**config.mk**
```make
export PLATFORM = sky130hd
export DESIGN_NAME = wire4_fanout_flat
export DESIGN_NICKNAME = d
export VERILOG_FILES = /design/src/rtl/wire4_fanout_pkg.sv /design/src/rtl/wire4_fanout_if.sv /design/src/rtl/wire4_toggle_counter.sv /design/src/rtl/wire4_fanout.sv /design/src/flat_wrapper.sv
export SDC_FILE = /design/constraint.sdc
export NUM_CORES = 1
export LEC_CHECK = 0
export ABC_CLOCK_PERIOD_IN_PS = 3900
export BUFFER_PORTS_ARGS = -buffer_cell sky130_fd_sc_hd__buf_4
export CORE_MARGIN = 4
export CORE_UTILIZATION = 45
export CTS_CLUSTER_DIAMETER = 60
export DETAILED_ROUTE_END_ITERATION = 12
export PLACE_DENSITY = 0.75
export SLEW_MARGIN = 5
export SYNTH_ARGS = -nofsm -noshare
export SYNTH_HDL_FRONTEND = slang
export SYNTH_SLANG_ARGS = --single-unit
```
**constraint.sdc**
```tcl
create_clock -name clk -period 3.9 [get_ports clk]
set_input_delay 0.585 -clock clk [delete_from_list [all_inputs] [get_ports clk]]
set_output_delay 0.585 -clock clk [all_outputs]
set_load 0.01 [all_outputs]
```
**src/rtl/wire4_fanout_pkg.sv**
```systemverilog
// Shared definitions for the wire4_fanout router: counter width default,
// output indexing and the fixed a/b/c -> w/x/y/z routing function.
package wire4_fanout_pkg;

  localparam int CNT_W_DEFAULT = 16;
  localparam int NUM_OUTS      = 4;

  typedef enum logic [1:0] {
    OUT_W = 2'd0,
    OUT_X = 2'd1,
    OUT_Y = 2'd2,
    OUT_Z = 2'd3
  } out_idx_e;

  // b feeds both X and Y from the same source bit so they can never diverge
  function automatic logic [NUM_OUTS-1:0] route(input logic a, input logic b, input logic c);
    logic [NUM_OUTS-1:0] r;
    r        = '0;
    r[OUT_W] = a;
    r[OUT_X] = b;
    r[OUT_Y] = b;
    r[OUT_Z] = c;
    return r;
  endfunction

endpackage

```
**src/rtl/wire4_fanout_if.sv**
```systemverilog
// Signal bundle between the driver of a/b/c and the wire4_fanout router.
// master drives the sources; slave (the router) drives copies and counters.
interface wire4_fanout_if
  import wire4_fanout_pkg::*;
#(
  parameter int CNT_W = CNT_W_DEFAULT
);

  logic             a;
  logic             b;
  logic             c;
  logic             w;
  logic             x;
  logic             y;
  logic             z;
  logic [CNT_W-1:0] tog_w;
  logic [CNT_W-1:0] tog_x;
  logic [CNT_W-1:0] tog_y;
  logic [CNT_W-1:0] tog_z;

  modport master (
    output a, b, c,
    input  w, x, y, z,
    input  tog_w, tog_x, tog_y, tog_z
  );

  modport slave (
    input  a, b, c,
    output w, x, y, z,
    output tog_w, tog_x, tog_y, tog_z
  );

endinterface

```
**src/rtl/wire4_toggle_counter.sv**
```systemverilog
// Saturating transition counter for one bit: compares the signal against its
// value at the previous posedge and counts differences, stopping at all-ones.
module wire4_toggle_counter #(
  parameter int CNT_W = 16
) (
  input  logic             clk,
  input  logic             rst,
  input  logic             sig_i,
  output logic [CNT_W-1:0] cnt_o
);

  logic             prev_q;
  logic [CNT_W-1:0] cnt_q;
  logic [CNT_W-1:0] cnt_d;
  logic             changed;
  logic             saturated;

  assign changed   = (sig_i != prev_q);
  assign saturated = (cnt_q == {CNT_W{1'b1}});

  always_comb begin
    cnt_d = cnt_q;
    if (changed && !saturated) begin
      cnt_d = cnt_q + CNT_W'(1);
    end
  end

  // Sampling only at posedge means glitches between edges count at most once
  always_ff @(posedge clk or posedge rst) begin
    if (rst) begin
      prev_q <= 1'b0;
      cnt_q  <= '0;
    end else begin
      prev_q <= sig_i;
      cnt_q  <= cnt_d;
    end
  end

  assign cnt_o = cnt_q;

endmodule

```
**src/rtl/wire4_fanout.sv**
```systemverilog
// Fixed 3-in/4-out router (w=a, x=y=b, z=c) with optional output register
// and a saturating transition counter on each output.
module wire4_fanout
  import wire4_fanout_pkg::*;
#(
  parameter bit REGISTER_OUTPUTS = 1'b0,
  parameter int CNT_W            = CNT_W_DEFAULT
) (
  input  logic           clk,
  input  logic           rst,
  wire4_fanout_if.slave  bus
);

  logic [NUM_OUTS-1:0] out_d;
  logic [NUM_OUTS-1:0] out_s;
  logic [CNT_W-1:0]    cnt [NUM_OUTS];

  assign out_d = route(bus.a, bus.b, bus.c);

  generate
    if (REGISTER_OUTPUTS) begin : g_reg
      logic [NUM_OUTS-1:0] out_q;

      always_ff @(posedge clk or posedge rst) begin
        if (rst) begin
          out_q <= '0;
        end else begin
          out_q <= out_d;
        end
      end

      assign out_s = out_q;
    end else begin : g_comb
      assign out_s = out_d;
    end
  endgenerate

  assign bus.w = out_s[OUT_W];
  assign bus.x = out_s[OUT_X];
  assign bus.y = out_s[OUT_Y];
  assign bus.z = out_s[OUT_Z];

  // Counters observe the final outputs, so in registered mode they lag a cycle
  generate
    for (genvar i = 0; i < NUM_OUTS; i++) begin : g_cnt
      wire4_toggle_counter #(
        .CNT_W (CNT_W)
      ) u_cnt (
        .clk   (clk),
        .rst   (rst),
        .sig_i (out_s[i]),
        .cnt_o (cnt[i])
      );
    end
  endgenerate

  assign bus.tog_w = cnt[OUT_W];
  assign bus.tog_x = cnt[OUT_X];
  assign bus.tog_y = cnt[OUT_Y];
  assign bus.tog_z = cnt[OUT_Z];

endmodule

```
**src/flat_wrapper.sv**
```systemverilog
// flat-port wrapper written by rule: the top's interface ports become plain ports
module wire4_fanout_flat import wire4_fanout_pkg::*;
#(
  parameter bit REGISTER_OUTPUTS = 1'b0,
  parameter int CNT_W            = CNT_W_DEFAULT
)
  (clk, rst, bus_a, bus_b, bus_c, bus_w, bus_x, bus_y, bus_z, bus_tog_w, bus_tog_x, bus_tog_y, bus_tog_z);
  wire4_fanout_if #(.CNT_W(CNT_W)) bus_i ();
  input  logic clk;
  input  logic rst;
  input wire logic [$bits(bus_i.a)-1:0] bus_a;
  input wire logic [$bits(bus_i.b)-1:0] bus_b;
  input wire logic [$bits(bus_i.c)-1:0] bus_c;
  output wire logic [$bits(bus_i.w)-1:0] bus_w;
  output wire logic [$bits(bus_i.x)-1:0] bus_x;
  output wire logic [$bits(bus_i.y)-1:0] bus_y;
  output wire logic [$bits(bus_i.z)-1:0] bus_z;
  output wire logic [$bits(bus_i.tog_w)-1:0] bus_tog_w;
  output wire logic [$bits(bus_i.tog_x)-1:0] bus_tog_x;
  output wire logic [$bits(bus_i.tog_y)-1:0] bus_tog_y;
  output wire logic [$bits(bus_i.tog_z)-1:0] bus_tog_z;
  assign bus_i.a = bus_a;
  assign bus_i.b = bus_b;
  assign bus_i.c = bus_c;
  assign bus_w = bus_i.w;
  assign bus_x = bus_i.x;
  assign bus_y = bus_i.y;
  assign bus_z = bus_i.z;
  assign bus_tog_w = bus_i.tog_w;
  assign bus_tog_x = bus_i.tog_x;
  assign bus_tog_y = bus_i.tog_y;
  assign bus_tog_z = bus_i.tog_z;
  wire4_fanout #(.REGISTER_OUTPUTS(REGISTER_OUTPUTS), .CNT_W(CNT_W)) u_core (.clk(clk), .rst(rst), .bus(bus_i));
endmodule
```
==> metrics.md, run 1 <==
| Metric | Value |
|---|---|
| Final instance area | `0.004023 mm2` |
| Area growth, synth to finish | `26.53%` |
| Ant diodes | `0` |
| Grt met3 use | `3.938%` |
| Synthesized flop and latch total | `67` |
| Initial antenna violation count | `0` |
| Yosys cell types | `39` |
| Area of the die | `0.008474 mm2` |
| Nets@finish | `370` |
| Psw | `785.4 uW` |
| Post-CTS Hold Buffers | `0` |
| Clock Tree Buf Depth | `2` |
| Slew headroom | `46.98%` |
| WP data required | `4.12 ns` |
| Initial DRC Count | `69` |
| Total track usage | `16.58%` |
| Hold Fails Final Rpt | `0` |
| Yosys top cell area share | `52.74%` |
| CTS Root Cell | `clkbuf_8` |
| Drt via density | `5.154` |
| Core Footprint | `0.006832 mm2` |
| Post-synthesis sequential area ratio | `52.74%` |
| Cell family with most CP delay | `XOR/XNOR gates` |
| WL final | `6.488 mm` |
| Hold slack | `0.3835 ns` |
| CP max-delay cell | `xor2_1` |
| WP data arrival | `2.28 ns` |
| Pre-CTS WS | `1.538 ns` |
| Post-synth EDFFs | `0` |
| Worst Path Buf+Inv | `0` |
| GR Util met1 | `20.66%` |
| Worst setup slack after layout | `1.846 ns` |
| Post-CTS setup buffer count | `0` |
| Async set-reset flop share out of synthesis | `100.0%` |
| Most used DFF post-synth | `dfrtp_1` |
| TritonCTS sink count | `67` |
| Slowest stage delay, CP | `0.65 ns` |
| CP Cell Sequence | `xor2_1, and4_1, and4bb_2, nand3_1, xnor2_1` |
| Power Density | `581.0 mW/mm2` |
| Max Cap Viol | `0` |
| Post-placement cell area | `0.003810 mm2` |
| Hold Path Class | `in2async` |
| Crit Path Class | `reg2reg` |
| Mapped Avg Cell Area | `11.27 um2` |
| Leak | `0.001873 uW` |
| First-pass GRT wire length | `11.37 mm` |
| Antenna Nets Post-Route | `0` |
| Remaining Overflow, GRT | `0` |
| Reg power frac | `45.5%` |
| Skew-Pair Late Insertion Delay | `0.34 ns` |
| Critical path endpoint category | `flip-flop` |
| Net Sw Frac | `33.60%` |
| RSZ-0062 raised after global routing | `no` |
| Die Y | `92.06 um` |
| Period utilisation layout | `52.68%` |
| Top-count cell post-synth | `dfrtp_1` |
| TNS Setup | `0 ns` |
| Outcome | `finished clean` |
| Slew Limit Fails | `0` |
| Final setup viols | `0` |
| Synth top area cells | `dfrtp_1, xnor2_1, xor2_1, nand4_1, nand3_1` |
| Combinational power share | `28.4%` |
| Mapped Area | `0.003179 mm2` |
| Number of global-route vias before repair | `2415` |
| YS warnings | `0` |
| Synth cell count leaders | `dfrtp_1, xnor2_1, nand2_1` |
| Worst-path clk slew | `0.07 ns` |
| Worst VDD drop | `334.8 uV` |
| Num CTS Buffers | `9` |
| Std-Cell Rows | `30` |
| Starting Density | `46.54%` |
| F_max | `486.7 MHz` |
| # DRC | `0` |
| Slew @ Worst Pin | `0.7926 ns` |
| Startpoint Class | `flip-flop` |
| Final min period | `2.054 ns` |
| Htree depth | `3` |
| Yosys top cell by area | `dfrtp_1` |
| Synth Instances | `282` |
| Synthesized Nets | `291` |
| Share of layout cells above drive strength 1 | `28.96%` |
| Pint | `1552 uW` |
| Drt first pass iters | `4` |
| CTS tree | `done` |
| Clock share of power | `26.1%` |
| Num ports | `73` |
| Post-CTS sizing | `0` |
| IO buf count | `72` |
| Pin count of the biggest net entering global routing | `37` |
| Clock skew | `0.005960 ns` |
| Post-DR wirelength/cell | `14.04 um` |
| Met2 usage | `27.13%` |
| Final Util | `58.88%` |
| Die Span X | `92.06 um` |
| Crit Path Max Fanout | `13` |
| GPL Wtd Cong | `0.8135` |
| GRT busiest layer | `met2` |
| HPWL Detailed | `4.637 mm` |
| Vias | `2381` |
[per-stage QoR]
step | total power [uW] | instances
after floorplan | 1405 | 282
after global placement | 1725 | 446
after detailed placement | 1744 | 446
after CTS | 2364 | 462
after global routing | 2494 | 462
final | 2337 | 462
[worst register-to-register path, cell delays in order (launching register included)]
cell	delay, ns
dfrtp_1	0.39
xor2_1	0.65
and4_1	0.32
and4bb_2	0.31
nand3_1	0.12
xnor2_1	0.15
[area by class of cell]
cell class | count | area, um2
clock buffers | 12 | 165.2
multi-input cells | 204 | 1443
flip-flops and latches | 67 | 1677
inverters | 6 | 22.52
repair buffers | 73 | 548.0
well taps | 96 | 120.1
clock inverters | 4 | 47.55
fillers | 629 | 2809
[sequential cells by signal, indices dropped and copies added (netlist names)]
signal	cells
u_core.g_cnt.u_cnt.cnt_o	64
u_core.g_cnt.u_cnt.prev_q	3
[placed cells by master (no fill, tap or decap), types with 2 or more instances in the layout]
cell and count:
a21oi_1 13, a31oi_1 4, and2_1 3, and3_1 10
and4_1 6, buf_4 73, clkbuf_8 12, clkinv_2 2
dfrtp_1 67, ha_1 4, inv_1 5, mux2_1 7
mux2i_1 2, nand2_1 25, nand3_1 19, nand4_1 20
nand4_2 2, nor2_1 10, nor2_2 3, nor3_1 2
nor3_2 2, nor3b_2 2, nor4_1 2, o21ai_0 2
xnor2_1 36, xor2_1 15
[cells by family (layout without fill, tap and decap cells)]
| kind of cell | count (synthesis) | in the layout | share of synthesized area [%] |
|---|---|---|---|
| AO/OA/AOI/OAI | 22 | 22 | 3.896 |
| multiplexers | 10 | 10 | 3.581 |
| flip-flops | 67 | 67 | 52.74 |
| adder cells (fa/ha/maj) | 4 | 4 | 1.574 |
| buffers and inverters | 11 | 95 | 1.889 |
| AND/OR/NAND/NOR | 117 | 117 | 22.28 |
| XOR/XNOR | 51 | 51 | 14.05 |
[layer usage]
layer | up-vias | wire (um) | part of all wire [%]
li1 | 1159 | - | -
met1 | 1157 | 2951 | 45
met2 | 55 | 3087 | 48
met3 | 10 | 335 | 5.2
met4 | 0 | 114 | 1.8
met5 | - | 0 | 0
[power by group through the flow]
stage | Sequential, uW | Combinational [uW] | Clock [uW]
after floorplan | 1100 | 303 | 0
after CTS | 1060 | 675 | 628
final | 1060 | 663 | 610
after global placement | 1070 | 657 | 0
after global routing | 1100 | 737 | 661
after detailed placement | 1070 | 674 | 0
[path summary, 6_finish.rpt]
check	cells past startpoint	endpoint	slack, ns	start
max	5	u_core.g_cnt[1].u_cnt.cnt_o[9]$_DFFE_PP0P_	1.85	u_core.g_cnt[1].u_cnt.prev_q$_DFF_PP0_
min	2	u_core.g_cnt[3].u_cnt.cnt_o[0]$_DFFE_PP0P_	0.38	rst
max reg2reg	5	u_core.g_cnt[1].u_cnt.cnt_o[9]$_DFFE_PP0P_	1.85	u_core.g_cnt[1].u_cnt.prev_q$_DFF_PP0_
min reg2reg	1	u_core.g_cnt[0].u_cnt.cnt_o[15]$_DFFE_PP0P_	0.49	u_core.g_cnt[0].u_cnt.cnt_o[15]$_DFFE_PP0P_
max in group asynchronous	3	u_core.g_cnt[2].u_cnt.cnt_o[1]$_DFFE_PP0P_	2.62	rst
min in group clk	1	u_core.g_cnt[1].u_cnt.prev_q$_DFF_PP0_	0.38	bus_b
(Power assumes the default switching activity.)
==> run 2, diff against run 1 <==
--- a/config.mk
+++ b/config.mk
@@ -5,7 +5,7 @@
 export SDC_FILE = /design/constraint.sdc
 export NUM_CORES = 1
 export LEC_CHECK = 0
-export ABC_CLOCK_PERIOD_IN_PS = 3900
+export ABC_CLOCK_PERIOD_IN_PS = 1990
 export BUFFER_PORTS_ARGS = -buffer_cell sky130_fd_sc_hd__buf_4
 export CORE_MARGIN = 4
 export CORE_UTILIZATION = 45
==> constraint.sdc (replaced) <==
create_clock -name clk -period 1.99 [get_ports clk]
set_input_delay 0.2985 -clock clk [delete_from_list [all_inputs] [get_ports clk]]
set_output_delay 0.2985 -clock clk [all_outputs]
set_load 0.01 [all_outputs]
==> run 2 against run 1 <==
Critical path depth is 1 lower. Critical endpoint is now u_core.g_cnt[3].u_cnt.cnt_o[1]$_DFFE_PP0P_. Global-route usage is 0.60 points lower. Die area stayed put. Sequential cell count stayed put. Critical path type unchanged.
==> metrics.md, run 2 (synthesized netlist as in run 1, its figures left out) <==
| Metric | Value |
|---|---|
| Std-Cell Rows | `30` |
| Placed Cells | `448` |
| Final min period | `1.736 ns` |
| Num ports | `73` |
| Htree depth | `3` |
| Post-CTS Hold Buffers | `0` |
| Combinational power share | `26.9%` |
| Top Metal Used | `met4` |
| Post-CTS sizing | `0` |
| Drt via density | `5.192` |
| HPWL Detailed | `4.687 mm` |
| Pint | `3328 uW` |
| Most frequent cells in the layout | `buf_4, dfrtp_1, xnor2_1` |
| Psw | `1529 uW` |
| Met3 WL | `346 um` |
| Critical path endpoint category | `flip-flop` |
| CTS Root Cell | `clkbuf_8` |
| Hold Path Class | `in2async` |
| Area of the die | `0.008474 mm2` |
| Worst-path clk slew | `0.07 ns` |
| Clock share of power | `30.1%` |
| Net Sw Frac | `31.49%` |
| Initial DRC Count | `102` |
| Crit path depth | `4` |
| Pin count of the biggest net entering global routing | `41` |
| Number of global-route vias before repair | `2431` |
| Final Util | `59.74%` |
| M1 wire length | `2.799 mm` |
| F_max | `576.0 MHz` |
| Slew headroom | `66.59%` |
| WL final | `6.432 mm` |
| Slowest stage delay, CP | `0.44 ns` |
| Slew Limit Fails | `0` |
| Worst r2r src | `u_core.g_cnt[3].u_cnt.cnt_o[0]$_DFFE_PP0P_` |
| GPL Wtd Cong | `0.8127` |
| Post-DR wirelength/cell | `13.86 um` |
| Num CTS Buffers | `9` |
| Initial antenna violation count | `0` |
| Drt first pass iters | `4` |
| CTS tree | `done` |
| DR WL met2 | `3.223 mm` |
| Reg power frac | `43.0%` |
| # DRC | `0` |
| Period utilisation layout | `87.23%` |
| Max reg flops | `64` |
| WP data required | `2.20 ns` |
| TNS Setup | `0 ns` |
| Setup crit start | `u_core.g_cnt[3].u_cnt.cnt_o[0]$_DFFE_PP0P_` |
| Outcome | `finished clean` |
| Worst Path Buf+Inv | `0` |
| CP Cell Sequence | `ha_1, and3_1, a31oi_1, mux2_1` |
| Crit Path Max Fanout | `5` |
| Worst VDD drop | `703.3 uV` |
| Clock Tree Buf Depth | `2` |
| Skew-Pair Late Insertion Delay | `0.33 ns` |
| CP max-delay cell | `dfrtp_1` |
| Post-CTS setup buffer count | `0` |
| Worst setup path end | `u_core.g_cnt[3].u_cnt.cnt_o[1]$_DFFE_PP0P_` |
| Hold Fails Final Rpt | `0` |
| Core Footprint | `0.006832 mm2` |
| Power Density | `1190 mW/mm2` |
| Remaining Overflow, GRT | `0` |
| Max Cap Viol | `0` |
| Vias | `2409` |
| Cell family with most CP delay | `flip-flops` |
| Total track usage | `15.98%` |
| FF-to-FF End | `u_core.g_cnt[3].u_cnt.cnt_o[1]$_DFFE_PP0P_` |
| Leak | `0.001902 uW` |
| Starting Density | `46.54%` |
| Slew @ Worst Pin | `0.5011 ns` |
| Ant diodes | `0` |
| RSZ-0062 raised after global routing | `no` |
| Crit Path Class | `reg2reg` |
| TritonCTS sink count | `67` |
| Reg2reg setup slack | `0.25 ns` |
| Worst r2r path cells | `4` |
| IO buf count | `72` |
| WP data arrival | `1.95 ns` |
| First-pass GRT wire length | `11.16 mm` |
| Startpoint Class | `flip-flop` |
| Clock skew | `0.008142 ns` |
| Most common cell after layout, fill and taps aside | `buf_4` |
| Non-Filler Instances | `464` |
| Nets@finish | `372` |
| Die Span X | `92.06 um` |
| Antenna Nets Post-Route | `0` |
| Share of layout cells above drive strength 1 | `28.80%` |
| Area growth, synth to finish | `28.37%` |
| Die Y | `92.06 um` |
| Final setup viols | `0` |
## run 2: cell count changes in the layout (fill, tap and decap cells not counted), sizes merged
cell	previous run	this run
bufinv	1	4
clkbuf	12	11
buf	73	75
clkinvlp	1	0
clkinv	2	1
## run 2: worst min-delay path, cell delays in order
cell	delay, ns
buf_4	0.11
inv_2	0.04
buf_4	0.31
## run 2: stage by stage
| step | area, um2 | total power [uW] | hold slack [ns] | setup WS [ns] |
|---|---|---|---|---|
| 6_report | 4081 | 4857 | 0.03327 | 0.2540 |
| 5_1_grt | 4081 | 5144 | 0.07203 | 0.1455 |
| 4_1_cts | 4081 | 4913 | 0.03767 | 0.2574 |
| 3_5_place_dp | 3825 | 3434 | 0.3984 | 0.2749 |
| 3_3_place_gp | 3825 | 3385 | 0.3891 | 0.3399 |
| 2_1_floorplan | 3179 | 2753 | 0.3299 | 0.008342 |
## run 2: power groups by stage
stage	logic [uW]	registers, uW	clock network [uW]
floorplan	593	2160	0
global placement	1300	2090	0
detailed placement	1330	2100	0
CTS	1330	2090	1490
global route	1460	2150	1540
finish	1310	2090	1460
## run 2: metal layers
metal  vias to the layer above  global-route usage [%]
met4                         0                   5.569
met5                         -                       0
met2                        58                   26.95
li1                       1163                       -
met1                      1182                   19.98
met3                         6                   3.938
## run 2: cell type report
type,count,area [um2]
inverter,6,22.52
sequential,67,1677
clock buffer,11,131.4
tap,96,120.1
timing repair buffer,75,563.0
fill,596,2750
multi-input combinational,204,1443
clock inverter,5,125.1
## run 2: how the worst min path moves through the flow
stage          start                                     endpoint  slack [ns]  depth (start not counted)
3_3_place_gp     rst  u_core.g_cnt[2].u_cnt.cnt_o[10]$_DFFE_PP0P_        0.39                          3
6_report         rst  u_core.g_cnt[2].u_cnt.cnt_o[10]$_DFFE_PP0P_        0.03                          3
5_1_grt          rst   u_core.g_cnt[3].u_cnt.cnt_o[1]$_DFFE_PP0P_        0.07                          3
3_5_place_dp     rst  u_core.g_cnt[2].u_cnt.cnt_o[10]$_DFFE_PP0P_        0.40                          3
2_1_floorplan  bus_a       u_core.g_cnt[0].u_cnt.prev_q$_DFF_PP0_        0.33                          0
4_1_cts          rst  u_core.g_cnt[2].u_cnt.cnt_o[10]$_DFFE_PP0P_        0.04                          3
==> run 3, diff against run 2 <==
--- a/config.mk
+++ b/config.mk
@@ -6,13 +6,13 @@
 export NUM_CORES = 1
 export LEC_CHECK = 0
 export ABC_CLOCK_PERIOD_IN_PS = 1990
-export BUFFER_PORTS_ARGS = -buffer_cell sky130_fd_sc_hd__buf_4
+export BUFFER_PORTS_ARGS = -buffer_cell sky130_fd_sc_hd__buf_2
 export CORE_MARGIN = 4
 export CORE_UTILIZATION = 45
 export CTS_CLUSTER_DIAMETER = 60
 export DETAILED_ROUTE_END_ITERATION = 12
 export PLACE_DENSITY = 0.75
-export SLEW_MARGIN = 5
+export SLEW_MARGIN = 10
 export SYNTH_ARGS = -nofsm -noshare
 export SYNTH_HDL_FRONTEND = slang
 export SYNTH_SLANG_ARGS = --single-unit
==> run 3 against run 2 <==
Via count down 0.54%. Cell count decreased by 0.22%. Register-to-register slack improved by 0.02 ns. Total power is 12% lower. Sequential share of layout area rose by 2.6 points. Non-clock buffer count is the same. Final area down 6.0%. Clock-buffer cell count grew 2. Routed wire length is 2.3% lower. Global-route usage about the same. First-iteration DRC count down 34%. Worst hold slack better by 0.0074 ns. Critical endpoint unchanged. Largest cell class unchanged. Largest power group unchanged. Highest routed layer unchanged.
==> metrics.md, run 3 (synthesized netlist as in run 1, its figures left out) <==
| Metric | Value |
|---|---|
| Outcome | `finished clean` |
| TritonCTS sink count | `67` |
| Die Span X | `92.06 um` |
| Worst VDD drop | `655.7 uV` |
| Slew headroom | `71.89%` |
| Post-CTS setup buffer count | `0` |
| Antenna Nets Post-Route | `0` |
| Reg2reg setup slack | `0.28 ns` |
| Num CTS Buffers | `9` |
| Register area | `0.001677 mm2` |
| Clock Tree Buf Depth | `2` |
| FILL cells | `618` |
| Clock skew | `0.007170 ns` |
| HPWL Detailed | `4.565 mm` |
| WP data required | `2.20 ns` |
| Slew Limit Fails | `0` |
| TNS Setup | `0 ns` |
| Final min period | `1.713 ns` |
| Vias | `2396` |
| Remaining Overflow, GRT | `0` |
| Area of the die | `0.008474 mm2` |
| Post-CTS sizing | `0` |
| Post-placement cell area | `0.003657 mm2` |
| Post-DR wirelength/cell | `13.58 um` |
| Max reg flops | `64` |
| Leak | `0.001847 uW` |
| IO buf count | `72` |
| Ant diodes | `0` |
| First-pass GRT wire length | `11.03 mm` |
| Post-CTS Hold Buffers | `0` |
| # DRC | `0` |
| Final instance area | `0.003836 mm2` |
| Std-Cell Rows | `30` |
| Critical path endpoint category | `flip-flop` |
| Slew @ Worst Pin | `0.4178 ns` |
| Pin count of the biggest net entering global routing | `68` |
| Worst-path clk slew | `0.07 ns` |
| Hold Path Class | `in2async` |
| Worst setup slack after layout | `0.2769 ns` |
| Pre-CTS WS | `0.2687 ns` |
| Crit Path Max Fanout | `5` |
| Drt via density | `5.175` |
| WL final | `6.287 mm` |
| RSZ-0062 raised after global routing | `no` |
| Total track usage | `16.00%` |
| Nets@finish | `372` |
| Share of layout cells above drive strength 1 | `28.88%` |
| Final setup viols | `0` |
| WP data arrival | `1.93 ns` |
| F_max | `583.7 MHz` |
| Power Density | `1108 mW/mm2` |
| Htree depth | `3` |
| Most common cell after layout, fill and taps aside | `buf_2` |
| CTS Root Cell | `clkbuf_8` |
| Skew-Pair Late Insertion Delay | `0.33 ns` |
| Initial antenna violation count | `0` |
| Die Y | `92.06 um` |
| CTS tree | `done` |
| Drt first pass iters | `4` |
| Crit Path Class | `reg2reg` |
| Number of global-route vias before repair | `2431` |
| Hold Fails Final Rpt | `0` |
| Most frequent cells in the layout | `buf_2, dfrtp_1, xnor2_1` |
| Starting Density | `46.54%` |
| Area occupied by multi-input gates | `0.001443 mm2` |
| Num ports | `73` |
| GPL Wtd Cong | `0.7843` |
| Period utilisation layout | `86.09%` |
| Startpoint Class | `flip-flop` |
| Initial DRC Count | `67` |
| Max Cap Viol | `0` |
| Area growth, synth to finish | `20.66%` |
| Core Footprint | `0.006832 mm2` |
| Final Util | `56.15%` |
-- run 3: routing by layer --
layer	up-vias	part of all wire, %	global-route usage [%]
li1	1165	-	-
met1	1159	44	20.62
met2	61	49	25.36
met3	11	5.3	4.676
met4	0	1.5	6.312
met5	-	0	0
-- run 3: worst max-delay path, cell delays in order (launching register included) --
cell,delay [ns]
dfrtp_1,0.42
ha_1,0.26
and3_1,0.23
a31oi_1,0.33
mux2_1,0.36
-- run 3: per-stage QoR --
stage,hold WS [ns],total power (uW),cells
detailed placement,0.4166,3267,448
floorplan,0.3299,2753,282
CTS,0.04497,4314,463
global route,0.06995,4549,463
finish,0.04066,4252,463
global placement,0.3981,3209,448
-- run 3: final cells by class --
class                   count  share of cell area [%]
clock buffers              13                   4.403
inverters                   6                  0.5871
multi-input cells         204                   37.61
flip-flops and latches     67                   43.71
clock inverters             2                  0.2609
repair buffers             75                   10.31
well taps                  96                   3.131
-- run 3: power breakdown --
part / internal, uW / switching (uW)
Sequential: 1670 / 399
Combinational: 548 / 610
Clock: 544 / 481
Total: 2760 / 1490
-- run 3: final timing paths --
kind	start	end	cells after the start
max in group asynchronous	rst	u_core.g_cnt[2].u_cnt.cnt_o[12]$_DFFE_PP0P_	3
worst min-delay path	rst	u_core.g_cnt[3].u_cnt.prev_q$_DFF_PP0_	3
worst max register to register	u_core.g_cnt[3].u_cnt.cnt_o[0]$_DFFE_PP0P_	u_core.g_cnt[3].u_cnt.cnt_o[1]$_DFFE_PP0P_	4
min in group clk	bus_b	u_core.g_cnt[1].u_cnt.prev_q$_DFF_PP0_	1
worst max-delay path	u_core.g_cnt[3].u_cnt.cnt_o[0]$_DFFE_PP0P_	u_core.g_cnt[3].u_cnt.cnt_o[1]$_DFFE_PP0P_	4
worst min register to register	u_core.g_cnt[0].u_cnt.cnt_o[15]$_DFFE_PP0P_	u_core.g_cnt[0].u_cnt.cnt_o[15]$_DFFE_PP0P_	1
